## config.mk

```make
export PLATFORM = sky130hd
export DESIGN_NAME = scsi_sm_sequencer_flat
export DESIGN_NICKNAME = d
export VERILOG_FILES = /design/src/rtl/scsi_sm_sequencer_pkg.sv /design/src/rtl/scsi_sm_sequencer_if.sv /design/src/rtl/scsi_sm_sequencer_term_decode.sv /design/src/rtl/scsi_sm_sequencer.sv /design/src/flat_wrapper.sv
export SDC_FILE = /design/constraint.sdc
export NUM_CORES = 1
export LEC_CHECK = 0
export ABC_AREA = 1
export BUFFER_PORTS_ARGS = -buffer_cell sky130_fd_sc_hd__buf_4
export CAP_MARGIN = 30
export CORE_AREA = 2 2 39 41
export DETAILED_ROUTE_END_ITERATION = 8
export DIE_AREA = 0 0 41 43
export GPL_TIMING_DRIVEN = 1
export PLACE_DENSITY = 0.76
export SLEW_MARGIN = 20
export SYNTH_ARGS = -nofsm -noshare
export SYNTH_HDL_FRONTEND = slang
export SYNTH_SLANG_ARGS = --single-unit
```

## constraint.sdc

```tcl
create_clock -name CPUCLK -period 1.2 [get_ports CPUCLK]
set_input_delay 0.24 -clock CPUCLK [delete_from_list [all_inputs] [get_ports CPUCLK]]
set_output_delay 0.24 -clock CPUCLK [all_outputs]
set_load 0.05 [all_outputs]
```

## src/rtl/scsi_sm_sequencer_pkg.sv

```systemverilog
// Shared definitions for the SCSI-side transfer sequencer.
//   state_e    : 5-bit SCSI state register encoding
//   strobes_t  : bundle of combinational control strobes
//   arbitrate(): IDLE arbitration order (CPU read, CPU write, S2F DMA, F2S DMA)
package scsi_sm_pkg;

    typedef enum logic [4:0] {
        IDLE = 5'h00,
        CR1  = 5'h01,
        CR2  = 5'h02,
        CR3  = 5'h03,
        CW1  = 5'h05,
        CW2  = 5'h06,
        CW3  = 5'h07,
        WACK = 5'h08,
        WEND = 5'h09,
        S2F1 = 5'h10,
        S2F2 = 5'h11,
        F2S1 = 5'h14,
        F2S2 = 5'h15
    } state_e;

    typedef struct packed {
        logic scsi_cs;
        logic re;
        logic we;
        logic dack;
        logic cpu2s;
        logic s2cpu;
        logic f2s;
        logic s2f;
        logic incbo;
        logic incni;
        logic incno;
        logic set_dsack;
        logic rdfifo_req;
        logic rififo_req;
    } strobes_t;

    // First match wins; CPU accesses always beat DMA. FIFO flags and pending
    // longword handovers only gate the start of a DMA byte.
    function automatic state_e arbitrate(
        input logic ccpureq,
        input logic rw,
        input logic cdreq_n,
        input logic dmadir,
        input logic fifofull,
        input logic fifoempty,
        input logic rdfifo_o,
        input logic rififo_o
    );
        if (ccpureq && rw)
            return CR1;
        else if (ccpureq)
            return CW1;
        else if (!cdreq_n && !dmadir && !fifofull && !rififo_o)
            return S2F1;
        else if (!cdreq_n && dmadir && !fifoempty && !rdfifo_o)
            return F2S1;
        else
            return IDLE;
    endfunction

endpackage

```

## src/rtl/scsi_sm_sequencer_if.sv

```systemverilog
// Request/status and strobe bundle of the SCSI sequencer.
//   slave  : the sequencer (consumes requests/flags, drives STATE and strobes)
//   master : the surrounding CPU/FIFO logic (drives requests/flags)
interface scsi_sm_sequencer_if;
    logic       CCPUREQ;
    logic       RW;
    logic       CDREQ_;
    logic       CDSACK_;
    logic       DMADIR;
    logic       BOEQ3;
    logic       FIFOFULL;
    logic       FIFOEMPTY;
    logic       RDFIFO_o;
    logic       RIFIFO_o;
    logic [4:0] STATE;
    logic       SCSI_CS;
    logic       RE;
    logic       WE;
    logic       DACK;
    logic       CPU2S;
    logic       S2CPU;
    logic       F2S;
    logic       S2F;
    logic       INCBO;
    logic       INCNI;
    logic       INCNO;
    logic       SET_DSACK;
    logic       RDFIFO_REQ;
    logic       RIFIFO_REQ;

    modport slave (
        input  CCPUREQ, RW, CDREQ_, CDSACK_, DMADIR, BOEQ3,
               FIFOFULL, FIFOEMPTY, RDFIFO_o, RIFIFO_o,
        output STATE, SCSI_CS, RE, WE, DACK, CPU2S, S2CPU, F2S, S2F,
               INCBO, INCNI, INCNO, SET_DSACK, RDFIFO_REQ, RIFIFO_REQ
    );

    modport master (
        output CCPUREQ, RW, CDREQ_, CDSACK_, DMADIR, BOEQ3,
               FIFOFULL, FIFOEMPTY, RDFIFO_o, RIFIFO_o,
        input  STATE, SCSI_CS, RE, WE, DACK, CPU2S, S2CPU, F2S, S2F,
               INCBO, INCNI, INCNO, SET_DSACK, RDFIFO_REQ, RIFIFO_REQ
    );
endinterface

```

## src/rtl/scsi_sm_sequencer_term_decode.sv

```systemverilog
// Term decoder: current state + clocked inputs -> next state and strobes.
// Purely combinational; strobes depend on state and BOEQ3 only.
// Inputs : state, ccpureq, rw, cdreq_n, cdsack_n, dmadir, boeq3, fifo flags,
//          pending handover flags
// Outputs: next_state, strb
// Option : SCSI_SM_DSACK_WAIT_EN enables the WACK/WEND termination handshake;
//          when undefined CR3/CW3 return straight to IDLE.
module scsi_sm_term_decode
    import scsi_sm_pkg::*;
(
    input  state_e   state,
    input  logic     ccpureq,
    input  logic     rw,
    input  logic     cdreq_n,
    input  logic     cdsack_n,
    input  logic     dmadir,
    input  logic     boeq3,
    input  logic     fifofull,
    input  logic     fifoempty,
    input  logic     rdfifo_o,
    input  logic     rififo_o,
    output state_e   next_state,
    output strobes_t strb
);

`ifndef SCSI_SM_DSACK_WAIT_EN
    logic unused_cdsack;
    assign unused_cdsack = cdsack_n;
`endif

    always_comb begin
        next_state = IDLE;
        strb       = '0;
        case (state)
            IDLE: next_state = arbitrate(ccpureq, rw, cdreq_n, dmadir,
                                         fifofull, fifoempty, rdfifo_o, rififo_o);
            CR1, CR2, CR3: begin
                strb.scsi_cs = 1'b1;
                strb.re      = 1'b1;
                strb.s2cpu   = 1'b1;
                if (state == CR1) begin
                    next_state = CR2;
                end else if (state == CR2) begin
                    next_state = CR3;
                end else begin
                    strb.set_dsack = 1'b1;
`ifdef SCSI_SM_DSACK_WAIT_EN
                    next_state = WACK;
`else
                    next_state = IDLE;
`endif
                end
            end
            CW1, CW2, CW3: begin
                strb.scsi_cs = 1'b1;
                strb.cpu2s   = 1'b1;
                strb.we      = (state != CW1);
                if (state == CW1) begin
                    next_state = CW2;
                end else if (state == CW2) begin
                    next_state = CW3;
                end else begin
                    strb.set_dsack = 1'b1;
`ifdef SCSI_SM_DSACK_WAIT_EN
                    next_state = WACK;
`else
                    next_state = IDLE;
`endif
                end
            end
`ifdef SCSI_SM_DSACK_WAIT_EN
            WACK: next_state = cdsack_n ? WEND : WACK;
            WEND: next_state = cdsack_n ? WEND : IDLE;
`else
            WACK, WEND: next_state = IDLE;
`endif
            S2F1, S2F2: begin
                strb.dack = 1'b1;
                strb.re   = 1'b1;
                strb.s2f  = 1'b1;
                if (state == S2F1) begin
                    next_state = S2F2;
                end else begin
                    strb.incbo      = 1'b1;
                    strb.incni      = boeq3;
                    strb.rififo_req = boeq3;
                    next_state      = IDLE;
                end
            end
            F2S1, F2S2: begin
                strb.dack = 1'b1;
                strb.f2s  = 1'b1;
                if (state == F2S1) begin
                    next_state = F2S2;
                end else begin
                    strb.we         = 1'b1;
                    strb.incbo      = 1'b1;
                    strb.incno      = boeq3;
                    strb.rdfifo_req = boeq3;
                    next_state      = IDLE;
                end
            end
            default: next_state = IDLE;
        endcase
    end

endmodule

```

## src/rtl/scsi_sm_sequencer.sv

```systemverilog
// SCSI-side transfer sequencer top: holds the 5-bit state register only;
// all decoding lives in scsi_sm_term_decode.
// Ports: CPUCLK (state clock), RESET_ (synchronous active-low reset),
//        bus (scsi_sm_sequencer_if.slave: requests/flags in, STATE/strobes out)
// Option: SCSI_SM_DSACK_WAIT_EN (see scsi_sm_term_decode).
module scsi_sm_sequencer
    import scsi_sm_pkg::*;
(
    input  logic                 CPUCLK,
    input  logic                 RESET_,
    scsi_sm_sequencer_if.slave   bus
);

    state_e   state_q;
    state_e   state_d;
    strobes_t strb;

    scsi_sm_term_decode u_term_decode (
        .state      (state_q),
        .ccpureq    (bus.CCPUREQ),
        .rw         (bus.RW),
        .cdreq_n    (bus.CDREQ_),
        .cdsack_n   (bus.CDSACK_),
        .dmadir     (bus.DMADIR),
        .boeq3      (bus.BOEQ3),
        .fifofull   (bus.FIFOFULL),
        .fifoempty  (bus.FIFOEMPTY),
        .rdfifo_o   (bus.RDFIFO_o),
        .rififo_o   (bus.RIFIFO_o),
        .next_state (state_d),
        .strb       (strb)
    );

    always_ff @(posedge CPUCLK) begin
        if (!RESET_)
            state_q <= IDLE;
        else
            state_q <= state_d;
    end

    assign bus.STATE      = state_q;
    assign bus.SCSI_CS    = strb.scsi_cs;
    assign bus.RE         = strb.re;
    assign bus.WE         = strb.we;
    assign bus.DACK       = strb.dack;
    assign bus.CPU2S      = strb.cpu2s;
    assign bus.S2CPU      = strb.s2cpu;
    assign bus.F2S        = strb.f2s;
    assign bus.S2F        = strb.s2f;
    assign bus.INCBO      = strb.incbo;
    assign bus.INCNI      = strb.incni;
    assign bus.INCNO      = strb.incno;
    assign bus.SET_DSACK  = strb.set_dsack;
    assign bus.RDFIFO_REQ = strb.rdfifo_req;
    assign bus.RIFIFO_REQ = strb.rififo_req;

endmodule

```

## src/flat_wrapper.sv

```systemverilog
// flat-port wrapper written by rule: the top's interface ports become plain ports
module scsi_sm_sequencer_flat import scsi_sm_pkg::*;
  (CPUCLK, RESET_, bus_CCPUREQ, bus_RW, bus_CDREQ_, bus_CDSACK_, bus_DMADIR, bus_BOEQ3, bus_FIFOFULL, bus_FIFOEMPTY, bus_RDFIFO_o, bus_RIFIFO_o, bus_STATE, bus_SCSI_CS, bus_RE, bus_WE, bus_DACK, bus_CPU2S, bus_S2CPU, bus_F2S, bus_S2F, bus_INCBO, bus_INCNI, bus_INCNO, bus_SET_DSACK, bus_RDFIFO_REQ, bus_RIFIFO_REQ);
  scsi_sm_sequencer_if bus_i ();
  input  logic CPUCLK;
  input  logic RESET_;
  input wire logic [$bits(bus_i.CCPUREQ)-1:0] bus_CCPUREQ;
  input wire logic [$bits(bus_i.RW)-1:0] bus_RW;
  input wire logic [$bits(bus_i.CDREQ_)-1:0] bus_CDREQ_;
  input wire logic [$bits(bus_i.CDSACK_)-1:0] bus_CDSACK_;
  input wire logic [$bits(bus_i.DMADIR)-1:0] bus_DMADIR;
  input wire logic [$bits(bus_i.BOEQ3)-1:0] bus_BOEQ3;
  input wire logic [$bits(bus_i.FIFOFULL)-1:0] bus_FIFOFULL;
  input wire logic [$bits(bus_i.FIFOEMPTY)-1:0] bus_FIFOEMPTY;
  input wire logic [$bits(bus_i.RDFIFO_o)-1:0] bus_RDFIFO_o;
  input wire logic [$bits(bus_i.RIFIFO_o)-1:0] bus_RIFIFO_o;
  output wire logic [$bits(bus_i.STATE)-1:0] bus_STATE;
  output wire logic [$bits(bus_i.SCSI_CS)-1:0] bus_SCSI_CS;
  output wire logic [$bits(bus_i.RE)-1:0] bus_RE;
  output wire logic [$bits(bus_i.WE)-1:0] bus_WE;
  output wire logic [$bits(bus_i.DACK)-1:0] bus_DACK;
  output wire logic [$bits(bus_i.CPU2S)-1:0] bus_CPU2S;
  output wire logic [$bits(bus_i.S2CPU)-1:0] bus_S2CPU;
  output wire logic [$bits(bus_i.F2S)-1:0] bus_F2S;
  output wire logic [$bits(bus_i.S2F)-1:0] bus_S2F;
  output wire logic [$bits(bus_i.INCBO)-1:0] bus_INCBO;
  output wire logic [$bits(bus_i.INCNI)-1:0] bus_INCNI;
  output wire logic [$bits(bus_i.INCNO)-1:0] bus_INCNO;
  output wire logic [$bits(bus_i.SET_DSACK)-1:0] bus_SET_DSACK;
  output wire logic [$bits(bus_i.RDFIFO_REQ)-1:0] bus_RDFIFO_REQ;
  output wire logic [$bits(bus_i.RIFIFO_REQ)-1:0] bus_RIFIFO_REQ;
  assign bus_i.CCPUREQ = bus_CCPUREQ;
  assign bus_i.RW = bus_RW;
  assign bus_i.CDREQ_ = bus_CDREQ_;
  assign bus_i.CDSACK_ = bus_CDSACK_;
  assign bus_i.DMADIR = bus_DMADIR;
  assign bus_i.BOEQ3 = bus_BOEQ3;
  assign bus_i.FIFOFULL = bus_FIFOFULL;
  assign bus_i.FIFOEMPTY = bus_FIFOEMPTY;
  assign bus_i.RDFIFO_o = bus_RDFIFO_o;
  assign bus_i.RIFIFO_o = bus_RIFIFO_o;
  assign bus_STATE = bus_i.STATE;
  assign bus_SCSI_CS = bus_i.SCSI_CS;
  assign bus_RE = bus_i.RE;
  assign bus_WE = bus_i.WE;
  assign bus_DACK = bus_i.DACK;
  assign bus_CPU2S = bus_i.CPU2S;
  assign bus_S2CPU = bus_i.S2CPU;
  assign bus_F2S = bus_i.F2S;
  assign bus_S2F = bus_i.S2F;
  assign bus_INCBO = bus_i.INCBO;
  assign bus_INCNI = bus_i.INCNI;
  assign bus_INCNO = bus_i.INCNO;
  assign bus_SET_DSACK = bus_i.SET_DSACK;
  assign bus_RDFIFO_REQ = bus_i.RDFIFO_REQ;
  assign bus_RIFIFO_REQ = bus_i.RIFIFO_REQ;
  scsi_sm_sequencer u_core (.CPUCLK(CPUCLK), .RESET_(RESET_), .bus(bus_i));
endmodule
```

==> flow_summary_export.csv <==
group,metric,value,unit
status,outcome,"finished, violations left",
status,violations,"setup timing",
global_route,grt_pass1_wl,1780,um
cells_and_area,antenna_cells,0,
floorplan,num_rows,14,
sta,finalCriticalPeriod,1429,ps
sta,drv_slew,0,
critical_path,path_buf_inv,3,
floorplan,die_x,41,um
clocking,cts_tree,"done",
critical_path,path_delay_family,"flip-flops",
routing,firstDrtPassIters,2,
global_route,antenna_found_initial,0,
cells_and_area,final_cell_mix,"buf_4 (23), buf_6 (12), nor2_4 (11)",
clocking,cts_made_buffers,3,
cells_and_area,fin_util,68.99,%
sta,holdWs,273.4,ps
critical_path,endpoint_kind,"output pin",
sta,setup_viol,14,
clocking,ctsHoldBuffers,0,
min_path,hold_depth,3,
clocking,cts_buffer_depth,2,
critical_path,crit_slowest_cell,"dfxtp_4",
pwr,power,1029,uW
floorplan,initial_core_util,27.03,%
placed_design,io_buffers,28,
clocking,cts_sinks,4,
cells_and_area,mostFrequentLayoutCell,"buf_4",
routing,via_per_inst,4.362,
cells_and_area,synthToLayoutAreaGrowth,155.2,%
sta,fin_skew,2.990,ps
yosys,syn_area_per_cell,5.344,um2
clocking,htreeDepth,1,
routing,ant_nets,0,
yosys,ys_types,16,
critical_path,start_kind,"flop",
min_path,worst_hold_path_type,"primary input to flop",
floorplan,die_h,43,um
clocking,root_buffer,"clkbuf_4",
pwr,switching_power,491.9,uW
routing,detail_route.iter0.violations,3,
pwr,peakVddDrop,768.8,uV
yosys,synth_fp_nets,82,
yosys,postSynthCellCount,70,
floorplan,die-area,1763,um2
routing,drc,0,
critical_path,worst-path-stages,5,
sta,max_freq,699.9,MHz
yosys,yosysSeqAreaShare,21.40,%
cells_and_area,fillers,117,
pwr,pwr-share-clk,15.6,%
yosys,netlist_area,374.1,um2
placed_design,post-dp-hpwl,910.7,um
cells_and_area,largest_register_ffs,4,
pwr,intPower,537.1,uW
clocking,clk_pin_slew,30,ps
pwr,swShare,47.80,%
cells_and_area,drive_above_1_share,72.97,%
sta,rsz0062_at_grt,"yes",
critical_path,cp_cell_sequence,"inv_4, nor2_4, inv_2, nor3_4, buf_6",
sta,layout_setup_ws,-228.8,ps
critical_path,crit_fanout,4,
global_route,grt_max_degree,7,
sta,hold_violations,0,
pwr,powerDensity,1078,nW/um2
yosys,synth_warnings,0,
yosys,synth_seq_cells,4,
critical_path,crit_path_max_incr_delay,380,ps
critical_path,cp.required,960,ps
routing,wl,1268,um
pwr,p_seq_share,19.3,%
flow_run,cap_violations,0,
critical_path,critPathKind,"flop to output pin",
routing,routedWlPerCell,9.984,um
global_route,gr-total-overflow,0,
critical_path,r2r_cells,6,
global_route,grt_pass1_vias,483,
pwr,leakagePower,0.0004770,uW
cells_and_area,nets,125,
clocking,clock_latency,230,ps
critical_path,cp.arrival,1190,ps
placed_design,dp_slack,-36.75,ps
floorplan,core-area,1384,um2
global_route,track_usage,14.66,%
placed_design,gp_congestion,0.7267,
floorplan,boundaryPins,31,
routing,vias,554,
pwr,pwr-share-comb,65.1,%
sta,finalCritPeriodShare,119.1,%
==> tightest hold or removal path, stage by stage <==
cell and delay [ps]:
buf_4 70, inv_1 60, nor2_1 90
==> per-layer routing <==
metal | part of all wire (%) | GRT usage (%) | vias to the layer above
met3 | 3.9 | 3.141 | 0
li1 | - | - | 289
met4 | 0 | 6.000 | 0
met1 | 32 | 13.83 | 249
met2 | 64 | 27.50 | 16
met5 | 0 | 0 | -
==> stage by stage <==
step	cells	setup TNS (ps)	area, um2
floorplan	70	-4010	460.4
CTS	122	-2207	837.1
detailed placement	117	-139.5	701.9
global placement	117	-53.10	701.9
global route	127	-3144	954.7
finish	127	-2384	954.7
==> logic make-up (layout without fill, tap and decap cells) <==
kind of cell,after synthesis,after routing,share of synthesized area [%]
flip-flops,4,4,21.41
AND/OR/NAND/NOR,38,38,42.47
buffers and inverters,20,61,25.42
AO/OA/AOI/OAI,7,7,9.700
other,1,1,1.002
==> final cells by class <==
| class | count | area, um2 | area share, % |
|---|---|---|---|
| Clock buffer | 3 | 22.52 | 2.359 |
| Inverter | 15 | 61.31 | 6.422 |
| Multi-Input combinational cell | 46 | 322.8 | 33.81 |
| Sequential cell | 4 | 95.09 | 9.961 |
| Tap cell | 16 | 20.02 | 2.097 |
| Timing Repair Buffer | 43 | 432.9 | 45.35 |
==> power by group through the flow <==
| stage | clock (uW) | combinational, uW | sequential, uW |
|---|---|---|---|
| after floorplan | 0 | 336 | 231 |
| after global placement | 0 | 541 | 184 |
| after detailed placement | 0 | 545 | 186 |
| after CTS | 168 | 609 | 190 |
| after global routing | 183 | 705 | 202 |
| final | 161 | 670 | 198 |
==> repair_timing <==
action                     in CTS  in global routing
pin swaps                       7                  5
resized for setup              28                 23
setup endpoints to repair      14                 16
setup buffers                   2                  5
==> synth_stat cells <==
master	count	share of area [%]
inv_1	14	14
nor2_4	1	3.0
nor3_1	1	1.3
nand2_1	13	13
nor2_1	18	18
a21oi_1	4	5.4
inv_2	1	1.0
nand2_2	1	1.7
buf_6	1	3.0
nand3_1	4	5.4
o22ai_1	1	1.7
dfxtp_1	4	21
buf_4	3	6.0
o21ai_0	2	2.7
buf_2	1	1.3
conb_1	1	1.0
==> worst paths after layout <==
path                              end                 from  slack (ps)
hold reg to reg   u_core.bus.STATE[1]  u_core.bus.STATE[0]         640
hold / removal    u_core.bus.STATE[1]               RESET_         270
setup / recovery            bus_INCNI  u_core.bus.STATE[0]        -230
setup reg to reg  u_core.bus.STATE[2]  u_core.bus.STATE[1]          60
Note: power is estimated with default switching activity, not from simulation.
